**src/rtl/rotate_right_seq_if.sv**
```systemverilog
// Request/response bundle for the sequential rotate-right unit.
//   master : drives start/in/rotate, observes out/busy/done (requester side)
//   slave  : the rotate unit itself
interface rotate_right_seq_if #(
  parameter int DATA_W = 32,
  parameter int AMT_W  = 5
);
  logic              start;
  logic [DATA_W-1:0] in;
  logic [AMT_W-1:0]  rotate;
  logic [DATA_W-1:0] out;
  logic              busy;
  logic              done;

  modport master (output start, in, rotate, input out, busy, done);
  modport slave  (input start, in, rotate, output out, busy, done);
endinterface

```
**src/rtl/rotate_right_seq.sv**
```systemverilog
// Multi-cycle rotate-right unit. An operand and amount are captured on a start
// pulse in IDLE; the operand is then rotated right STEP bits per cycle while
// the remaining count is >= STEP, else 1 bit per cycle. The result is
// registered into out on the edge that enters DONE, so out and the one-cycle
// done pulse appear together.
// Ports:
//   clk    - rising-edge clock
//   rst_n  - async active-low reset; discards any operation in flight
//   bus    - slave modport: start/in/rotate request, out/busy/done response
module rotate_right_seq #(
  parameter int DATA_W = 32,
  parameter int AMT_W  = 5,
  parameter int STEP   = 4
) (
  input  logic              clk,
  input  logic              rst_n,
  rotate_right_seq_if.slave bus
);

  typedef enum logic [1:0] {IDLE, RUN, DONE} state_t;

  localparam logic [AMT_W-1:0] STEP_A = AMT_W'(STEP);
  localparam logic [AMT_W-1:0] ONE_A  = AMT_W'(1);

  state_t            state_q, state_d;
  logic [DATA_W-1:0] work_q, work_d;
  logic [AMT_W-1:0]  cnt_q, cnt_d;
  logic [DATA_W-1:0] out_q;
  logic              load_out;

  logic [DATA_W-1:0] rot_step, rot_one;
  assign rot_step = {work_q[STEP-1:0], work_q[DATA_W-1:STEP]};
  assign rot_one  = {work_q[0], work_q[DATA_W-1:1]};

  always_comb begin
    state_d = state_q;
    work_d  = work_q;
    cnt_d   = cnt_q;
    case (state_q)
      IDLE: begin
        if (bus.start) begin
          work_d  = bus.in;
          cnt_d   = bus.rotate;
          state_d = (bus.rotate == '0) ? DONE : RUN;
        end
      end
      RUN: begin
        if (cnt_q >= STEP_A) begin
          work_d = rot_step;
          cnt_d  = cnt_q - STEP_A;
        end else begin
          work_d = rot_one;
          cnt_d  = cnt_q - ONE_A;
        end
        if (cnt_d == '0) state_d = DONE;
      end
      DONE:    state_d = IDLE;
      default: state_d = IDLE;
    endcase
    // Capture the final work value on the same edge that enters DONE; this
    // covers both the zero-amount path from IDLE and the last RUN step.
    load_out = (state_d == DONE) && (state_q != DONE);
  end

  always_ff @(posedge clk or negedge rst_n) begin
    if (!rst_n) begin
      state_q <= IDLE;
      work_q  <= '0;
      cnt_q   <= '0;
      out_q   <= '0;
    end else begin
      state_q <= state_d;
      work_q  <= work_d;
      cnt_q   <= cnt_d;
      if (load_out) out_q <= work_d;
    end
  end

  assign bus.out  = out_q;
  assign bus.busy = (state_q != IDLE);
  assign bus.done = (state_q == DONE);

endmodule

```
**src/flat_wrapper.sv**
```systemverilog
// flat-port wrapper written by rule: the top's interface ports become plain ports
module rotate_right_seq_flat 
#(
  parameter int DATA_W = 32,
  parameter int AMT_W  = 5,
  parameter int STEP   = 4
)
  (clk, rst_n, bus_start, bus_in, bus_rotate, bus_out, bus_busy, bus_done);
  rotate_right_seq_if #(.DATA_W(DATA_W), .AMT_W(AMT_W)) bus_i ();
  input  logic clk;
  input  logic rst_n;
  input wire logic [$bits(bus_i.start)-1:0] bus_start;
  input wire logic [$bits(bus_i.in)-1:0] bus_in;
  input wire logic [$bits(bus_i.rotate)-1:0] bus_rotate;
  output wire logic [$bits(bus_i.out)-1:0] bus_out;
  output wire logic [$bits(bus_i.busy)-1:0] bus_busy;
  output wire logic [$bits(bus_i.done)-1:0] bus_done;
  assign bus_i.start = bus_start;
  assign bus_i.in = bus_in;
  assign bus_i.rotate = bus_rotate;
  assign bus_out = bus_i.out;
  assign bus_busy = bus_i.busy;
  assign bus_done = bus_i.done;
  rotate_right_seq #(.DATA_W(DATA_W), .AMT_W(AMT_W), .STEP(STEP)) u_core (.clk(clk), .rst_n(rst_n), .bus(bus_i));
endmodule
```
**config.mk**
```make
export PLATFORM = sky130hd
export DESIGN_NAME = rotate_right_seq_flat
export DESIGN_NICKNAME = d
export VERILOG_FILES = /design/src/rtl/rotate_right_seq_if.sv /design/src/rtl/rotate_right_seq.sv /design/src/flat_wrapper.sv
export SDC_FILE = /design/constraint.sdc
export NUM_CORES = 1
export LEC_CHECK = 0
export ABC_CLOCK_PERIOD_IN_PS = 2400
export CORE_MARGIN = 3
export CORE_UTILIZATION = 36
export CTS_BUF_LIST = sky130_fd_sc_hd__clkbuf_8
export DETAILED_ROUTE_END_ITERATION = 12
export HOLD_SLACK_MARGIN = 0.06
export SETUP_SLACK_MARGIN = 0.02
export SLEW_MARGIN = 25
export SYNTH_ARGS = -nofsm -noshare
export SYNTH_HDL_FRONTEND = slang
export SYNTH_SLANG_ARGS = --single-unit
```
**constraint.sdc**
```tcl
create_clock -name clk -period 2.4 [get_ports clk]
set_clock_uncertainty 0.2 [all_clocks]
set_input_delay 0.48 -clock clk [delete_from_list [all_inputs] [get_ports clk]]
set_output_delay 0.48 -clock clk [all_outputs]
set_load 0.01 [all_outputs]
```
* Yosys cells after proc, flatten, opt, wreduce, memory -nomap -nowiden
Index checks and enable logic that the tools add are counted.
** Storage, ports and cells
- Register bits :: 71
** Cells by class
- Add/subtract/negate cells :: 2
- $lt $le $gt $ge :: 1
- Eq/ne operators :: 5
- Mux-type cells :: 11
- Reduce and logical (&&, ||, !) cells :: 7
** Operator list (number)
- 32-bit two-way mux :: 2
- 32-bit one-hot mux with 2 select lines :: 1
- 5-bit two-way mux :: 3
- 5-bit logical NOT :: 2
- 5-bit one-hot mux with 2 select lines :: 1
- 2-bit two-way mux :: 3
- 5-bit by 3-bit >= comparator with 1-bit output (second input constant) :: 1
- 5-bit by 1-bit subtractor with 5-bit output (second input constant) :: 1
- 5-bit by 3-bit subtractor with 5-bit output (second input constant) :: 1
- 2-bit == test (second input constant) :: 2
- 2-bit != test (second input constant) :: 2
- 2-bit one-hot mux with 2 select lines :: 1
- 2-bit nonzero test :: 2
- 2-bit by 1-bit == test with 1-bit output (second input constant) :: 1
- 2-bit logical NOT :: 1
- 2-bit AND reduction :: 1
- 1-bit logical AND :: 1

* Longest topological paths before layout
- Word-level depth :: 8
- Depth in mapped cells :: 9
- Gate-level depth less buffers :: 7

* Worst setup path before layout
OpenSTA, ideal clock, no wires.
- Kind :: reg-to-reg
- From :: reg u_core.cnt_q[3]
- To :: reg u_core.out_q[10] (netlist: u_core.bus.out[10])
- Data arrival time :: 2302 ps
- Required time :: 2075 ps
- Slack :: -227 ps
- Stages on the path, launching flop included :: 10
- Period minus slack after synthesis :: 2627 ps
- Cells stage by stage :: dfrtp_1 inv_1 ha_1 a2111oi_4 buf_6 nor3_1 o211ai_2 a2bb2oi_4 buf_6 mux2_2
** Between the ends
- Longest elaborated chain between the ends :: 8
- Elaborated cells on any way between the ends :: 12
- Those cells by class :: 2 x add/sub; 1 x order compare; 1 x eq/ne; 6 x mux; 2 x reduce/logical
** Ends and longest elaborated chain
- start, declared :: line rotate_right_seq.sv:27 : logic [AMT_W-1:0] cnt_q, cnt_d;
- start signal, assigned :: line rotate_right_seq.sv:74 : cnt_q <= cnt_d;
- 5-bit by 1-bit subtractor with 5-bit output, or another cell as far along :: line rotate_right_seq.sv:53 : cnt_d = cnt_q - ONE_A;
- 5-bit two-way mux :: line rotate_right_seq.sv:48 : if (cnt_q >= STEP_A) begin
- 5-bit two-way mux :: line rotate_right_seq.sv:39 : case (state_q)
- 5-bit logical NOT :: line rotate_right_seq.sv:55 : if (cnt_d == '0) state_d = DONE;
- 2-bit two-way mux :: line rotate_right_seq.sv:55
- 2-bit one-hot mux with 2 select lines :: line rotate_right_seq.sv:39
- 2-bit == test :: line rotate_right_seq.sv:62 : load_out = (state_d == DONE) && (state_q != DONE);
- 1-bit logical AND :: line rotate_right_seq.sv:62
- end signal, assigned :: line rotate_right_seq.sv:75 : if (load_out) out_q <= work_d;
- end, declared :: line rotate_right_seq.sv:28 : logic [DATA_W-1:0] out_q;
Several ways; a longest one is shown, not always the timed one. The select of a mux whose other input is x is not followed.
A chain may end at the register's enable or synchronous reset.

* Final worst setup path
- From :: reg u_core.cnt_q[0]
- To :: reg u_core.out_q[11] (netlist: u_core.bus.out[11])
The elaborated chain is that of the path after synthesis.

==> impl_metrics.py <==
metrics = {
    "die": {
        "core_area_um2": 9950,
        "start_util_pct": 37.6,
        "die-width_um": 108,
        "rows": 36,
        "die_y_um": 108,
        "dieArea_um2": 11700,
        "pin_count": 74,
    },
    "cts": {
        "htree_levels": 3,
        "cts_buffers": 9,
        "cts.clk_slew.worst_paths_ns": 0.08,
        "clock_sinks": 71,
        "worstSkewPairLatency_ns": 0.35,
        "cts-root-buf": "clkbuf_8",
        "cts_max_path_buffers": 2,
        "tritoncts": "yes",
    },
    "logic_synthesis": {
        "ys.flop_type": "dfrtp_1",
        "syn-cell-area_um2": 3740,
        "yosysWarnings": 0,
        "synth_compound_area_share_pct": 15.9,
        "yosysMostFrequentCell": "dfrtp_1",
        "post-synth-top-area-fraction_pct": 47.4,
        "avgSynthCellArea_um2": 10.9,
        "synth_top_area_cell": "dfrtp_1",
        "synth_xor_area_share_pct": 0.234,
        "synth_cell_types": 36,
        "netlist_top_cells_count": "71 x dfrtp_1, 37 x a21oi_1, 36 x nand2_1, 33 x nor2b_1, 32 x mux2i_1",
        "synth-edff-count": 0,
        "synth.ff_latch_count": 71,
        "syn_inst": 343,
        "yosys.area_share.simple_pct": 12.0,
        "seq_area_frac_synth_pct": 47.4,
        "synthTopCellsByArea": "dfrtp_1 47%, mux2_2 8.7%, mux2i_1 8.6%",
        "synth_top_family_by_area": "multiplexers",
        "syn-num-nets": 387,
        "synth_adder_area_share_pct": 1.34,
        "ys_async_sr_fraction_pct": 100,
        "synthMuxAreaShare_pct": 18.9,
    },
    "placed_design": {
        "dp_cells": 557,
        "post-dp-hpwl_um": 7340,
        "post-place-ws_ns": -0.201,
        "io_buffers": 73,
        "globalplace.congestion": 0.838,
    },
    "setup_path": {
        "r2r-start": "u_core.cnt_q[0]",
        "rrSetupSlack_ns": -0.06,
        "slowest_delay_ns": 0.40,
        "arrival_ns": 2.50,
        "end_kind": "flop",
        "r2r_end": "u_core.bus.out[11]",
        "cp_cell_sequence": "inv_2, ha_4, a2111oi_4, buf_4, and3_4, o211ai_4, a2bb2oi_4, buf_12, mux2_4",
        "critPathSlowestCell": "a2111oi_4",
        "crit_type": "flop to flop",
        "critPathRequiredTime_ns": 2.44,
        "crit_fanout": 17,
        "r2r_cells": 9,
        "start_kind": "flop",
    },
    "route": {
        "wire_per_inst_um": 17.4,
        "drt_wl_total_um": 10100,
        "first_iter_violations": 115,
        "ant_nets": 0,
        "drcViolationCount": 0,
        "dr_total_vias": 3056,
        "first_pass_iters": 5,
        "vias_per_cell": 5.26,
    },
    "power_and_ir_drop": {
        "p_leak_uw": 0.00207,
        "ir_worst_vdd_v": 0.000534,
        "power_uw": 6500,
        "power_density_nw_per_um2": 1270,
    },
    "timing": {
        "fin_crit_sh_pct": 103,
        "slew_violations": 0,
        "post-route-min-period_ns": 2.46,
        "hold_viol": 0,
        "rsz0062_at_grt": "yes",
        "setup_viol": 30,
        "timing.fmax_ghz": 0.406,
        "worst_slack_ns": -0.0627,
        "max-slew-margin-rel_pct": 65.5,
        "worst_pin_slew_ns": 0.518,
        "timing.hold.ws_ns": 0.308,
    },
    "min_path": {
        "hold_path_class": "flop to flop",
        "hold_end": "u_core.bus.out[0]",
        "worstHoldPathCells": 1,
        "min-delay-start": "u_core.bus.out[0]",
    },
    "layout": {
        "final_core_util_pct": 51.5,
        "diodes": 0,
        "area_growth_pct": 36.9,
        "drive_gt1_share_pct": 23.7,
        "multiInputGateArea_um2": 1890,
        "nFillCells": 935,
        "final_cells": 581,
        "finalNetCount": 487,
        "area.sequential_um2": 1780,
    },
    "grt": {
        "gr-usage-all-layers_pct": 18.7,
        "antenna_found_initial": 0,
        "grt_first_pass_wirelength_um": 16800,
        "grt_pass1_vias": 3186,
        "grt.overflow.total": 0,
        "grt_max_degree": 24,
    },
    "run": {
        "maxCapViolations": 0,
    },
    "status": {
        "status": "finished, violations left",
        "violations": "setup timing",
    },
}
[what timing repair did]
item / 4_1_cts / 5_1_grt
pin swaps: 0 / 0
buffers inserted: 4 / 3
hold endpoints to repair: 19 / 0
hold buffers: 1 / 0
setup endpoints to repair: 32 / 34
gates resized for setup: 9 / 4
[critical path: cells and delay by family, from the launching register on]
family,cells,cell delay (ns)
AOI/OAI and AO/OA,3,0.69
and+or+nand+nor,1,0.19
buffers and inverters,3,0.43
adders and majority gates,1,0.17
DFF,1,0.36
muxes,1,0.30
[area by class of cell]
cell class,instances,share of cell area [%]
clock inverters,7,0.976
inverters,7,0.513
flip-flops and latches,71,34.8
multi-input cells,240,36.8
clock buffers,9,2.42
well taps,133,3.25
repair buffers,114,21.3
[metal layers]
metal,track usage (%),part of all wire [%]
met3,4.66,5.0
met4,6.76,1.3
met5,0,0
met2,29.5,49
met1,25.2,44
[placed cells by master, fill, tap and decap left out, drive strengths merged, types with 2 or more instances in the layout]
| cell | Yosys | layout |
|---|---|---|
| nor2b | 33 | 33 |
| clkbuf | 17 | 9 |
| dfrtp | 71 | 71 |
| a311oi | 2 | 2 |
| nand2 | 36 | 36 |
| clkdlybuf4s50 | 0 | 72 |
| a2bb2oi | 2 | 2 |
| inv | 7 | 9 |
| o221ai | 29 | 29 |
| nor3 | 4 | 4 |
| mux2i | 32 | 32 |
| nor2 | 8 | 8 |
| ha | 4 | 4 |
| clkinvlp | 0 | 2 |
| o22ai | 3 | 3 |
| mux2 | 33 | 33 |
| buf | 8 | 41 |
| and3 | 2 | 2 |
| a21oi | 38 | 38 |
| clkinv | 0 | 3 |
| o22a | 2 | 2 |
[registers in the layout, summed over array words and instances (netlist names)]
register / cells
u_core.cnt_q: 5
u_core.state_q: 2
u_core.work_q: 32
u_core.bus.out: 32
[where the power goes]
| part | switching [uW] | internal, uW | total [uW] |
|---|---|---|---|
| registers | 508 | 1790 | 2300 |
| logic | 1490 | 1860 | 3350 |
| clock network | 479 | 376 | 855 |
[metrics by stage]
step                      instance area [um^2]  TNS [ns]
after floorplan                           3790     -1.47
after global placement                    4820     -5.82
after detailed placement                  4820     -5.50
after CTS                                 5080     -1.15
after global routing                      5130     -4.18
final                                     5130     -1.13
[worst max path at each step]
stage	start	end
floorplan	u_core.cnt_q[0]	u_core.bus.out[0]
finish	u_core.cnt_q[0]	u_core.bus.out[11]
CTS	u_core.cnt_q[0]	u_core.bus.out[13]
detailed placement	bus_rotate[0]	u_core.bus.out[20]
global placement	bus_rotate[0]	u_core.bus.out[20]
global route	u_core.cnt_q[1]	u_core.bus.out[23]
[cells by family (layout without fill, tap and decap cells)]
kind of cell             Yosys count  after routing
AND/OR/NAND/NOR                   89             89
AO/OA/AOI/OAI                     81             81
flip-flops                        71             71
multiplexers                      65             65
buffers and inverters             32            137
adder cells (fa/ha/maj)            4              4
XOR/XNOR                           1              1
No activity file was read; power rests on OpenSTA's default activity.
